**src/rtl/marquee_pkg.sv**
```systemverilog
// Shared constants and helpers for the marquee result collector.
// Each frame is four samples (OR, AND, XOR, CAT); CAT carries the operands.
package marquee_pkg;

    localparam logic [1:0] PH_OR  = 2'd0;
    localparam logic [1:0] PH_AND = 2'd1;
    localparam logic [1:0] PH_XOR = 2'd2;
    localparam logic [1:0] PH_CAT = 2'd3;

    localparam int FRAME_W = 7;

    typedef struct packed {
        logic [2:0] a;
        logic [2:0] b;
        logic       err;
    } frame_t;

    // All six bits are compared, so a stray upper bit marks the frame bad.
    function automatic logic frame_err(input logic [5:0] s_or,
                                       input logic [5:0] s_and,
                                       input logic [5:0] s_xor,
                                       input logic [2:0] a,
                                       input logic [2:0] b);
        return (s_or  != {3'b000, a | b}) ||
               (s_and != {3'b000, a & b}) ||
               (s_xor != {3'b000, a ^ b});
    endfunction

endpackage

```
**src/rtl/marquee_fifo.sv**
```systemverilog
// Small synchronous FIFO with registered write and head-of-queue read.
// A push into a full FIFO is accepted only when a pop frees the slot that same cycle.
module marquee_fifo #(
    parameter int WIDTH = 7,
    parameter int DEPTH = 4
) (
    input  logic             clk,
    input  logic             rst,
    input  logic             push,
    input  logic [WIDTH-1:0] push_data,
    input  logic             pop,
    output logic [WIDTH-1:0] head,
    output logic             full,
    output logic             empty
);

    localparam int AW = $clog2(DEPTH);
    localparam logic [AW:0] FULL_CNT = DEPTH[AW:0];

    logic [WIDTH-1:0] mem [DEPTH];
    logic [AW-1:0]    wr_ptr;
    logic [AW-1:0]    rd_ptr;
    logic [AW:0]      count;
    logic             do_push;
    logic             do_pop;

    assign empty   = (count == '0);
    assign full    = (count == FULL_CNT);
    assign do_pop  = pop && !empty;
    assign do_push = push && (!full || do_pop);
    assign head    = mem[rd_ptr];

    always_ff @(posedge clk) begin
        if (rst) begin
            wr_ptr <= '0;
            rd_ptr <= '0;
            count  <= '0;
        end else begin
            if (do_push) wr_ptr <= wr_ptr + 1'b1;
            if (do_pop)  rd_ptr <= rd_ptr + 1'b1;
            count <= count + {{AW{1'b0}}, do_push} - {{AW{1'b0}}, do_pop};
        end
    end

    always_ff @(posedge clk) begin
        if (do_push) mem[wr_ptr] <= push_data;
    end

endmodule

```
**src/rtl/marquee_collector.sv**
```systemverilog
// Reassembles OR/AND/XOR/CAT sample groups into checked {A,B,err} frames.
// Completed frames queue in a FIFO; frames arriving to a full queue are counted as drops.
module marquee_collector
    import marquee_pkg::*;
#(
    parameter int DEPTH = 4,
    parameter int CNT_W = 8
) (
    input  logic             clk,
    input  logic             rst,
    input  logic [5:0]       in_data,
    input  logic             in_valid,
    output logic             out_valid,
    input  logic             out_ready,
    output logic [2:0]       out_a,
    output logic [2:0]       out_b,
    output logic             out_err,
    output logic             overflow,
    output logic [CNT_W-1:0] drop_cnt
);

    logic [1:0] phase;
    logic [5:0] s_or;
    logic [5:0] s_and;
    logic [5:0] s_xor;

    logic   complete;
    logic   pop;
    logic   fifo_full;
    logic   fifo_empty;
    logic   drop;
    frame_t new_frame;
    frame_t head_frame;

    assign complete      = in_valid && (phase == PH_CAT);
    assign new_frame.a   = in_data[5:3];
    assign new_frame.b   = in_data[2:0];
    assign new_frame.err = frame_err(s_or, s_and, s_xor, in_data[5:3], in_data[2:0]);

    assign out_valid = !fifo_empty;
    assign pop       = out_valid && out_ready;
    assign drop      = complete && fifo_full && !pop;

    marquee_fifo #(
        .WIDTH (FRAME_W),
        .DEPTH (DEPTH)
    ) u_fifo (
        .clk       (clk),
        .rst       (rst),
        .push      (complete),
        .push_data (new_frame),
        .pop       (pop),
        .head      (head_frame),
        .full      (fifo_full),
        .empty     (fifo_empty)
    );

    // Zero the outputs while empty so the FIFO storage needs no reset.
    assign out_a   = out_valid ? head_frame.a   : 3'b000;
    assign out_b   = out_valid ? head_frame.b   : 3'b000;
    assign out_err = out_valid ? head_frame.err : 1'b0;

    always_ff @(posedge clk) begin
        if (rst) begin
            phase    <= PH_OR;
            s_or     <= '0;
            s_and    <= '0;
            s_xor    <= '0;
            overflow <= 1'b0;
            drop_cnt <= '0;
        end else begin
            if (in_valid) begin
                phase <= phase + 2'd1;
                case (phase)
                    PH_OR:   s_or  <= in_data;
                    PH_AND:  s_and <= in_data;
                    PH_XOR:  s_xor <= in_data;
                    default: ;
                endcase
            end
            if (drop) begin
                overflow <= 1'b1;
                if (drop_cnt != '1) drop_cnt <= drop_cnt + 1'b1;
            end
        end
    end

endmodule
```
**config.mk**
```make
export PLATFORM = sky130hd
export DESIGN_NAME = marquee_collector
export DESIGN_NICKNAME = d
export VERILOG_FILES = /design/src/rtl/marquee_pkg.sv /design/src/rtl/marquee_fifo.sv /design/src/rtl/marquee_collector.sv
export SDC_FILE = /design/constraint.sdc
export NUM_CORES = 1
export LEC_CHECK = 0
export ABC_AREA = 1
export CORE_ASPECT_RATIO = 0.8
export CORE_UTILIZATION = 52
export CTS_CLUSTER_DIAMETER = 30
export CTS_CLUSTER_SIZE = 28
export DETAILED_ROUTE_END_ITERATION = 16
export PLACE_DENSITY_LB_ADDON = 0.05
export SKIP_CTS_REPAIR_TIMING = 1
export SLEW_MARGIN = 5
export SYNTH_ARGS = -nofsm -noshare
export SYNTH_HDL_FRONTEND = slang
export SYNTH_SLANG_ARGS = --single-unit
```
**constraint.sdc**
```tcl
create_clock -name clk -period 1.87 [get_ports clk]
set_input_delay 0.374 -clock clk [delete_from_list [all_inputs] [get_ports clk]]
set_output_delay 0.374 -clock clk [all_outputs]
set_load 0.02 [all_outputs]
```
==> results of run 1 <==
-- layout by cell type, fill, tap and decap left out, drive strengths merged, types with 3 or more instances in the layout --
| master | count |
|---|---|
| ha | 17 |
| clkdlybuf4s50 | 17 |
| clkbuf | 10 |
| inv | 57 |
| nand3 | 10 |
| a21oi | 35 |
| o21ai | 39 |
| edfxtp | 28 |
| nor2 | 70 |
| or2 | 3 |
| dfxtp | 38 |
| buf | 44 |
| bufinv | 4 |
| nand2 | 43 |
-- layer usage --
| layer | vias up | wire length, um | track usage, % |
|---|---|---|---|
| li1 | 1289 | - | - |
| met1 | 1143 | 3130 | 30.9 |
| met2 | 49 | 2750 | 33.9 |
| met3 | 10 | 327 | 8.28 |
| met4 | 0 | 113 | 8.24 |
| met5 | - | 0 | 0 |
-- power by group through the flow --
stage                     Combinational [mW]  Clock, mW  Sequential (mW)
after CTS                               1.33       1.60             1.65
final                                   1.30       1.57             1.66
after global routing                    1.44       1.66             1.66
after global placement                  1.30          0             1.68
after floorplan                        0.741          0             1.69
after detailed placement                1.33          0             1.68
-- kinds of logic (layout without fill, tap and decap cells) --
family,Yosys count,after routing
adders and majority gates,18,18
AOI/OAI and AO/OA,77,77
buffers and inverters,63,136
DFF,66,66
and+or+nand+nor,130,130
xor gates and xnor gates,4,4
-- sequential cells by signal, indices dropped and copies added, names as in the netlist, named ones only --
signal and count:
u_fifo.wr_ptr 2, s_xor 6, drop_cnt 8, u_fifo.mem 28
u_fifo.count 3, phase 2, s_and 6, s_or 6
u_fifo.rd_ptr 2, overflow 1
-- cell type report --
class                   count  area [um^2]
clock buffers               9          124
clock inverters             7          140
fillers                   450         1610
inverters                  56          210
multi-input cells         229         1260
flip-flops and latches     66         1610
well taps                  78         97.6
repair buffers             64          541
-- metrics by stage --
step | hold WS [ns] | setup TNS, ns
after floorplan | 0.433 | -0.0123
after global placement | 0.447 | -1.16
after detailed placement | 0.453 | -1.49
after CTS | 0.470 | -2.73
after global routing | 0.493 | -0.0619
final | 0.465 | 0
-- worst max path at each step --
| stage | slack [ns] | cells after the start | to |
|---|---|---|---|
| after global placement | -0.26 | 9 | u_fifo.count[2] |
| after CTS | -0.41 | 6 | out_err |
| final | 0.09 | 10 | u_fifo.count[1] |
| after floorplan | -0.01 | 10 | u_fifo.count[2] |
| after global routing | -0.05 | 6 | out_err |
| after detailed placement | -0.33 | 9 | u_fifo.count[2] |
==> impl_metrics.json, run 1 <==
{
  "run_status": "finished, final reports clean",
  "comb_power_share_pct": 28.7,
  "hold_path_end": "overflow",
  "drc": 0,
  "critPathLaunchType": "register",
  "synthAdderAreaFrac_pct": 7.51,
  "drive_gt1_share_pct": 18.8,
  "critPathMaxFanout": 3,
  "p_switching_mw": 1.37,
  "pwr-share-seq_pct": 36.6,
  "pwr-share-clk_pct": 34.7,
  "reg2regPathDepth": 10,
  "finalInstanceArea_um2": 3980,
  "slowest_stage": "fa_2",
  "switching_share_pct": 30.2,
  "syn_to_final_growth_pct": 28.2,
  "synth_xor_area_share_pct": 1.13,
  "ctsHtreeMaxLevel": 3,
  "antenna_found_initial": 0,
  "synthCells": 358,
  "diodes": 0,
  "setup_viol": 0,
  "regToRegSetupSlack_ns": 0.09,
  "cts-root-buf": "clkbuf_8",
  "leakage_nw": 1.77,
  "regToRegEndpoint": "u_fifo.count[1]",
  "vias": 2491,
  "clk-insertion-delay-late_ns": 0.35,
  "startpoint": "u_fifo.count[1]",
  "placed_area_um2": 3710,
  "fin_ws_ns": 0.0863,
  "cap_violations": 0,
  "fin_crit_sh_pct": 95.4,
  "muxShareOfSynthArea_pct": 0,
  "ios": 27,
  "worstHoldStart": "overflow",
  "avgSynthCellArea_um2": 8.66,
  "period_needed_ns": 1.78,
  "drt_iter0_drc": 157,
  "ys_warn_count": 0,
  "synth_compound_area_share_pct": 12.7,
  "synth_area_leaders": "edfxtp_1 (27%), dfxtp_1 (25%), nor2_1 (7.9%)",
  "wirelength_mm": 6.33,
  "core_um2": 5590,
  "path_clk_slew_ns": 0.07,
  "hold_path.class": "reg -> reg",
  "p_total_mw": 4.53,
  "grt_pass1_wl_mm": 10.5,
  "cts_tree": "done",
  "ir_drop_mv": 0.979,
  "placed_cells": 491,
  "port_buffers": 26,
  "first_pass_iters": 4,
  "slew_headroom_pct": 78.8,
  "num-nets-final": 454,
  "yosysMostFrequentCell": "nor2_1",
  "arrival_ns": 2.06,
  "track_usage_pct": 22.9,
  "routabilityCongestion": 0.786,
  "syn-num-nets": 386,
  "fmaxAchievable_mhz": 561,
  "crit_buf_inv": 3,
  "yosys.area.top_type": "edfxtp_1",
  "clock-sinks": 66,
  "start_util_pct": 55.5,
  "worstMarginPinSlew_ns": 0.317,
  "worstReg2RegStart": "u_fifo.count[1]",
  "worst_path_largest_cell_delay_ns": 0.51,
  "synth_common_cells": "nor2_1 (65), inv_1 (54), nand2_1 (40)",
  "dieArea_um2": 6280,
  "grt_max_degree": 31,
  "synthFlopType": "dfxtp_1",
  "synth-simple-area-share_pct": 19.0,
  "ys_types": 29,
  "die_x_um": 88.3,
  "ant_nets": 0,
  "hpwlAfterDp_mm": 4.54,
  "holdPathStages": 1,
  "async_flop_share_pct": 0,
  "timing.critical_path.to_type": "register",
  "crit_chain": "nor2_4 -> nand2_4 -> nand2_4 -> inv_2 -> ha_1 -> inv_1 -> ha_2 -> fa_2 -> inv_1 -> nor2_1",
  "synth-edff-count": 28,
  "path_delay_family": "adder cells",
  "cts_buffer_depth": 2,
  "grt_overflow_total": 0,
  "required_ns": 2.15,
  "syn_area_um2": 3100,
  "hold_viol": 0,
  "skew_ns": 0.00689,
  "synth_top_area_share_pct": 27.1,
  "timing.final.max_slew_violations": 0,
  "rsz0062_at_grt": "yes",
  "synth_top_family_by_area": "simple AND/OR/NAND/NOR gates",
  "pwr_density_cell_nw_per_um2": 1140,
  "ys_seq_area_share_pct": 51.7,
  "stdcell_count": 509,
  "num_rows": 24,
  "die_h_um": 71.1,
  "detail_route.wl_per_cell_um": 12.4,
  "grt_pass1_vias": 2327,
  "cts_made_buffers": 9,
  "crit_type": "reg -> reg",
  "finish.utilization_pct": 71.2,
  "viasPerCell": 4.89,
  "preCtsSetupSlack_ns": -0.327,
  "ys_seq_elements": 66,
  "internal-power_mw": 3.16
}
Note: power is estimated with default switching activity, not from simulation.
==> run 2, diff against run 1 <==
--- a/config.mk
+++ b/config.mk
@@ -11,7 +11,7 @@
 export CTS_CLUSTER_DIAMETER = 30
 export CTS_CLUSTER_SIZE = 28
 export DETAILED_ROUTE_END_ITERATION = 16
-export PLACE_DENSITY_LB_ADDON = 0.05
+export PLACE_DENSITY = 0.87
 export SKIP_CTS_REPAIR_TIMING = 1
 export SLEW_MARGIN = 5
 export SYNTH_ARGS = -nofsm -noshare
==> run 2 against run 1 <==
The run now ends with negative setup slack left. Flip-flop and latch count stayed put. Via count increased by 4.5%. Clock power fell by 34%. Wire length increased by 10%. Critical path depth is 4 lower. Design area fell by 2.2%. Count of clock-buffer cells in the layout stayed put. Die area unchanged. Final cell count down 0.39%. Critical endpoint is now out_err. Largest cell class unchanged. Largest power group unchanged.
==> impl_metrics.json, run 2 (synthesis gave the netlist of run 1 again) <==
{
  "grt_pass1_wl_mm": 11.1,
  "track_usage_pct": 23.7,
  "fin_ws_ns": -0.0111,
  "ctsHtreeMaxLevel": 3,
  "hold_path.class": "in -> reg",
  "cts_tree": "done",
  "hold_viol": 0,
  "slowest_stage": "dfxtp_4",
  "p_switching_mw": 1.44,
  "skew_ns": 0.0112,
  "ir_drop_mv": 0.595,
  "worst_path_largest_cell_delay_ns": 0.37,
  "violations": "negative setup slack",
  "fmaxAchievable_mhz": 532,
  "switching_share_pct": 35.0,
  "arrival_ns": 1.51,
  "path_clk_slew_ns": 0.07,
  "holdPathStages": 1,
  "fin_crit_sh_pct": 101,
  "crit_chain": "buf_4 -> nor2_1 -> nor2_1 -> o21ai_0 -> a21oi_1 -> buf_4",
  "pwr-share-seq_pct": 40.4,
  "largest_reg_flops": 28,
  "whs_ns": 0.365,
  "dieArea_um2": 6280,
  "grt_pass1_vias": 2453,
  "internal-power_mw": 2.68,
  "detail_route.wl_per_cell_um": 13.7,
  "diodes": 0,
  "worstMarginPinSlew_ns": 0.314,
  "vias": 2604,
  "num-nets-final": 452,
  "critPathMaxFanout": 6,
  "ant_nets": 0,
  "grt_max_degree": 34,
  "clk-insertion-delay-late_ns": 0.35,
  "layout_commonest_cell": "nor2_1",
  "setup_viol": 1,
  "core_um2": 5590,
  "cts_made_buffers": 9,
  "top_register": "u_fifo.mem",
  "first_pass_iters": 4,
  "num_rows": 24,
  "critPathLaunchType": "register",
  "routabilityCongestion": 0.843,
  "seq_area_um2": 1610,
  "drt_iter0_drc": 216,
  "timing.critical_path.to_type": "output pin",
  "setup_tns_ns": -0.0111,
  "grt_overflow_total": 0,
  "die_h_um": 71.1,
  "viasPerCell": 5.14,
  "crit_type": "reg -> out",
  "fill_cells": 394,
  "timing.final.max_slew_violations": 0,
  "die_x_um": 88.3,
  "cap_violations": 0,
  "cts_buffer_depth": 2,
  "reg2regPathDepth": 10,
  "multi_input_area_um2": 1280,
  "wirelength_mm": 6.97,
  "pwr_density_cell_nw_per_um2": 1060,
  "slew_headroom_pct": 79.0,
  "rsz0062_at_grt": "yes",
  "clock-sinks": 66,
  "largest_registers": "u_fifo.mem: 28 flops, drop_cnt: 8 flops",
  "required_ns": 1.50,
  "run_status": "finished, violations left",
  "start_util_pct": 55.5,
  "ios": 27,
  "drive_gt1_share_pct": 18.9,
  "most-common-layout-cells": "nor2_1 (65), inv_1 (51), nand2_1 (40), buf_4 (39)",
  "drc": 0,
  "antenna_found_initial": 0,
  "cts-root-buf": "clkbuf_8",
  "pwr-share-clk_pct": 24.9,
  "leakage_nw": 1.70,
  "port_buffers": 26,
  "comb_power_share_pct": 34.7,
  "period_needed_ns": 1.88,
  "hpwlAfterDp_mm": 4.99,
  "syn_to_final_growth_pct": 25.5
}
run 2: critical path, delay by kind of cell (launching register included):
kind                   cells  cell delay [ns]
buffers and inverters      2             0.32
AOI/OAI and AO/OA          2             0.33
and+or+nand+nor            2             0.14
DFF                        1             0.37
run 2: through the flow:
| step | utilization (%) | cells | cell area (um^2) | power [mW] | setup slack (ns) |
|---|---|---|---|---|---|
| after floorplan | - | 358 | 3110 | 2.43 | -0.0123 |
| after global placement | 66.1 | 489 | 3690 | 2.99 | -0.272 |
| final | 69.6 | 507 | 3890 | 4.12 | -0.0111 |
| after detailed placement | 66.1 | 489 | 3690 | 3.05 | -0.322 |
| after CTS | 69.1 | 505 | 3860 | 4.09 | -0.558 |
| after global routing | 69.6 | 507 | 3890 | 4.33 | -0.0807 |
run 2: power groups by stage:
stage | sequential (mW) | clock, mW | combinational, mW
CTS | 1.66 | 1.06 | 1.38
floorplan | 1.69 | 0 | 0.741
finish | 1.66 | 1.03 | 1.43
detailed placement | 1.69 | 0 | 1.37
global placement | 1.68 | 0 | 1.31
global route | 1.67 | 1.10 | 1.55
run 2: path summary, 6_finish.rpt:
path	startpoint	endpoint	slack, ns
min	in_data[3]	u_fifo.mem[1][4]	0.36
max	register	out_err	-0.01
max reg2reg	u_fifo.count[1]	u_fifo.count[1]	0.03
min reg2reg	u_fifo.rd_ptr[1]	u_fifo.rd_ptr[1]	0.47
run 2: final cells by class:
class | instances | area share, %
multi-input cells | 229 | 32.9
repair buffers | 62 | 13.4
flip-flops and latches | 66 | 41.3
clock inverters | 7 | 1.16
inverters | 56 | 5.47
well taps | 78 | 2.51
clock buffers | 9 | 3.18
run 2: routing by layer:
| metal | routed length [um] | share of wire [%] | global-route usage, % | vias up |
|---|---|---|---|---|
| met2 | 3430 | 49 | 39.1 | 82 |
| met1 | 3000 | 43 | 29.2 | 1215 |
| li1 | - | - | - | 1287 |
| met5 | 0 | 0 | 0 | - |
| met3 | 379 | 5.4 | 7.12 | 20 |
| met4 | 155 | 2.2 | 9.14 | 0 |
==> RTL edit 1 (flow settings as in run 2) <==
Reset style: asynchronous (`rst`), changed in 2 clocked blocks.
--- a/src/rtl/marquee_fifo.sv
+++ b/src/rtl/marquee_fifo.sv
@@ -32,3 +32,3 @@
 
-    always_ff @(posedge clk) begin
+    always_ff @(posedge clk or posedge rst) begin
         if (rst) begin
--- a/src/rtl/marquee_collector.sv
+++ b/src/rtl/marquee_collector.sv
@@ -62,3 +62,3 @@
 
-    always_ff @(posedge clk) begin
+    always_ff @(posedge clk or posedge rst) begin
         if (rst) begin
Formal check against the unedited RTL: differs if rst is asserted again (counterexample within 10 cycles, from zero or initial values and one cycle with rst high); with rst held inactive, the same outputs for 10 cycles.
==> RTL edit 1 against run 2 <==
- the flow still finishes with violations (negative setup slack)
- final area is 0.84% higher
- total power grew 27%
- worst setup slack worse by 0.0042 ns
- sequential cell count decreased by 2
- wire length is 6.3% lower
- synthesized area increased by 2.0%
- non-clock buffer count decreased by 1
- largest power group is now combinational cells
==> RTL edit 1: results (changes against run 2) <==
{| class="wikitable"
! Metric !! Value
|-
| Status || finished, violations left
|-
| Violated checks || negative setup slack
|-
| Count of endpoints failing setup in the final report || 1 (unchanged)
|-
| Nets || 436 (-3.5%)
|-
| Routed WL per cell || 13.21 um (-3.8%)
|-
| Final-layout clock-cell area share || 4.179% (-0.16 points)
|-
| Nets in the synthesized netlist || 372 (-3.6%)
|-
| Post-Place Cells || 474 (-3.1%)
|-
| Detailed-routing wirelength on met1 || 2902 um (-3.2%)
|-
| Share of cell area taken by flip-flops and latches || 44.43% (+3.1 points)
|-
| Share of post-route cells with drive strength above 1 || 18.89% (about the same)
|-
| Wire length of the first global-routing pass || 10440 um (-5.7%)
|-
| Vias after detailed routing || 2442 (-6.2%)
|-
| Filler instances || 452 (+15%)
|-
| Area fraction in compound gates after synthesis || 7.479% (-5.2 points)
|-
| Leading cell types by count after synthesis || 86 x sky130_fd_sc_hd__nand2_1, 48 x sky130_fd_sc_hd__nor2_1, 44 x sky130_fd_sc_hd__inv_1
|-
| Fraction of the yosys area taken by sequential cells || 55.09% (+3.4 points)
|-
| Layout non-clock buf frac || 13.21% (-0.24 points)
|-
| Worst clock skew || 0.009261 ns (-0.001930 ns)
|-
| Total length of routed met3 wires || 258 um (-32%)
|-
| Min setup slack post-route || -0.01527 ns (-0.004174 ns)
|-
| Power density over the cells || 1339 nW/um^2 (+26%)
|-
| Post-synthesis share of cell area spent on xor and xnor gates || 2.216% (+1.1 points)
|-
| Setup TNS || -0.01527 ns (-0.004174 ns)
|-
| Total routed wirelength || 6528 um (-6.3%)
|-
| Post-detailed-placement cell area || 3716 sq um (+0.68%)
|-
| Number of signal-net inverters in the final layout || 47 (-16%)
|-
| Num sequential || 64 (-3.0%)
|-
| Final HPWL from detailed placement || 4551 um (-8.8%)
|-
| Internal Pwr Total || 3.225 mW (+20%)
|-
| Placer congestion estimate || 0.7929 (-5.9%)
|-
| Largest fanout on the critical path || 8 (+2)
|-
| Proportion of power drawn by combinational gates || 41.6% (+6.9 points)
|-
| Post-synthesis average cell area || 9.191 sq um (+6.1%)
|-
| Pin count of the biggest net entering global routing || 37 (+8.8%)
|-
| Via count of the first global-routing pass || 2314 (-5.7%)
|-
| Number of DRC violations after detailed-routing iteration 0 || 138 (-36%)
|-
| Worst setup slack before clock tree synthesis || -0.2176 ns (+0.1044 ns)
|-
| Library cells used by synthesis || 28 (-3.4%)
|-
| CLK BUF || 10 (+1)
|}
-- RTL edit 1: changes by cell type after synthesis, moves of 10 or more --
cell,delta
sky130_fd_sc_hd__dfrtp_1,+36
sky130_fd_sc_hd__dfxtp_1,-38
sky130_fd_sc_hd__inv_1,-10
sky130_fd_sc_hd__nor2_1,-17
sky130_fd_sc_hd__nand2_1,+46
sky130_fd_sc_hd__a21oi_1,-28
-- RTL edit 1: path summary, 6_finish.rpt --
| path | from | endpoint | slack [ns] | cells after the start |
|---|---|---|---|---|
| min | rst | u_fifo.rd_ptr[1]$_DFFE_PP0P_ | 0.43 | 3 |
| min in group clk | overflow$_DFFE_PP0P_ | overflow$_DFFE_PP0P_ | 0.47 | 2 |
| max | u_fifo.rd_ptr[0]$_DFFE_PP0P_ | out_err | -0.02 | 5 |
| min reg2reg | overflow$_DFFE_PP0P_ | overflow$_DFFE_PP0P_ | 0.47 | 2 |
| max reg2reg | u_fifo.count[1]$_DFF_PP0_ | u_fifo.count[2]$_DFF_PP0_ | 0.07 | 9 |
| max in group asynchronous | rst | u_fifo.rd_ptr[0]$_DFFE_PP0P_ | 1.10 | 3 |
-- RTL edit 1: per-layer routing --
layer,track usage [%],up-vias
met4,10.23,0
met3,7.143,10
met5,0,-
met1,28.85,1166
met2,34.44,56
li1,-,1210
-- RTL edit 1: worst max-delay path, cell delays in order (launching register included) --
cell and delay, ns:
sky130_fd_sc_hd__dfrtp_2 0.42, sky130_fd_sc_hd__clkinvlp_4 0.11, sky130_fd_sc_hd__buf_4 0.17, sky130_fd_sc_hd__o21ai_0 0.19
sky130_fd_sc_hd__a21oi_1 0.11, sky130_fd_sc_hd__buf_4 0.17
==> RTL edit 2 (config.mk and constraints of run 2) <==
Made on the original files. `CNT_W`: 8 -> 10.
--- a/src/rtl/marquee_collector.sv
+++ b/src/rtl/marquee_collector.sv
@@ -6,3 +6,3 @@
     parameter int DEPTH = 4,
-    parameter int CNT_W = 8
+    parameter int CNT_W = 10
 ) (
Ports: changed (resized drop_cnt); port bits go from 27 to 29. The function was not compared with the original's and may differ.
==> RTL edit 2 against run 2 <==
- worst setup slack better by 0.026 ns
- total power up 4.9%
- first-iteration DRC count up 12%
- final cell count down 0.79%
- combinational power down 8%
- final area up 2.5%
- wire length up 18%
- worst hold slack better by 0.054 ns
- synthesized area up 1.9%
- via count up 7.0%
- sequential cell count up 2
- largest cell class unchanged
- highest routed layer unchanged
==> RTL edit 2: results (changes against run 2) <==
{| class="wikitable"
! Metric !! Value
|-
| Post-Place Cells || 487 (-0.41%)
|-
| Final HPWL from detailed placement || 5155 um (+3.3%)
|-
| Endpoint of the worst register-to-register path || u_fifo.count[2]$_SDFF_PP0_
|-
| Peak ir drop on the vdd network || 0.4311 mV (-28%)
|-
| Length of the first detailed-routing pass in iterations || 6 (+2)
|-
| Hold Slack || 0.4183 ns (+0.05365 ns)
|-
| Adder-cell share of the synthesized area || 6.970% (-0.54 points)
|-
| Final-layout clock-cell area share || 5.301% (+0.96 points)
|-
| Non-clock buffer total of the final layout || 58 (-6.5%)
|-
| Syn-to-layout area delta || 26.26%
|-
| Share of cell area taken by flip-flops and latches || 41.31% (about the same)
|-
| Detail Route met2 WL || 4091 um (+19%)
|-
| Met1 Usage GRT || 31.44% (+2.2 points)
|-
| Worst setup slack before clock tree synthesis || -0.3314 ns (-0.009366 ns)
|-
| Number of buffers inserted by port buffering || 28 (+7.7%)
|-
| Post-synthesis average cell area || 8.800 sq um (+1.6%)
|-
| Library cells used by synthesis || 34 (+17%)
|-
| Leakage power total || 1.704 nW (+0.24%)
|-
| Status || complete, no violations
|-
| Total routed wirelength || 8198 um (+18%)
|-
| Worst slew margin || 77.52% (-1.5 points)
|-
| Fraction of the yosys area taken by sequential cells || 51.96% (+0.31 points)
|-
| Nets || 447 (-1.1%)
|-
| Met2 track utilization from global routing || 45.12% (+6.0 points)
|-
| Multi-input gate share of the layout cell area || 33.44% (+0.50 points)
|-
| Biggest area contributors in the synthesized netlist || sky130_fd_sc_hd__edfxtp_1 27%, sky130_fd_sc_hd__dfxtp_1 25%, sky130_fd_sc_hd__nor2_1 6.7%, sky130_fd_sc_hd__o21ai_0 6.5%, sky130_fd_sc_hd__ha_1 6.3%
|-
| Number of combinational gates with multiple inputs || 237 (+3.5%)
|-
| Global-route total usage across every layer || 26.68% (+2.9 points)
|-
| Total length of routed met3 wires || 590 um (+56%)
|-
| Worst clock skew || 0.01310 ns (+0.001911 ns)
|-
| Per-cell via count in the routed design || 5.539 (+7.8%)
|-
| Met3 Track Usage GR || 7.834% (+0.72 points)
|}
## RTL edit 2: worst max-delay path by stage
stage               slack, ns  depth (start not counted)                         end                        from
floorplan                0.04                         10  u_fifo.count[2]$_SDFF_PP0_  u_fifo.count[0]$_SDFF_PP0_
global placement        -0.26                         11  u_fifo.count[2]$_SDFF_PP0_                   out_ready
detailed placement      -0.33                         11  u_fifo.count[2]$_SDFF_PP0_                   out_ready
CTS                     -0.58                          6                     out_err                    register
global route            -0.05                          6                    out_a[1]                    register
finish                   0.01                          6                    out_b[2]                    register
## RTL edit 2: per-stage QoR
stage          power, mW  TNS [ns]
2_1_floorplan      2.406         0
3_3_place_gp       2.922    -1.380
3_5_place_dp       2.994    -2.301
4_1_cts            4.267    -3.473
5_1_grt            4.513   -0.1761
6_report           4.326         0
## RTL edit 2: power by group
part	internal, mW	switching [mW]
clock network	0.699	0.579
registers	1.64	0.0882
logic	0.556	0.766
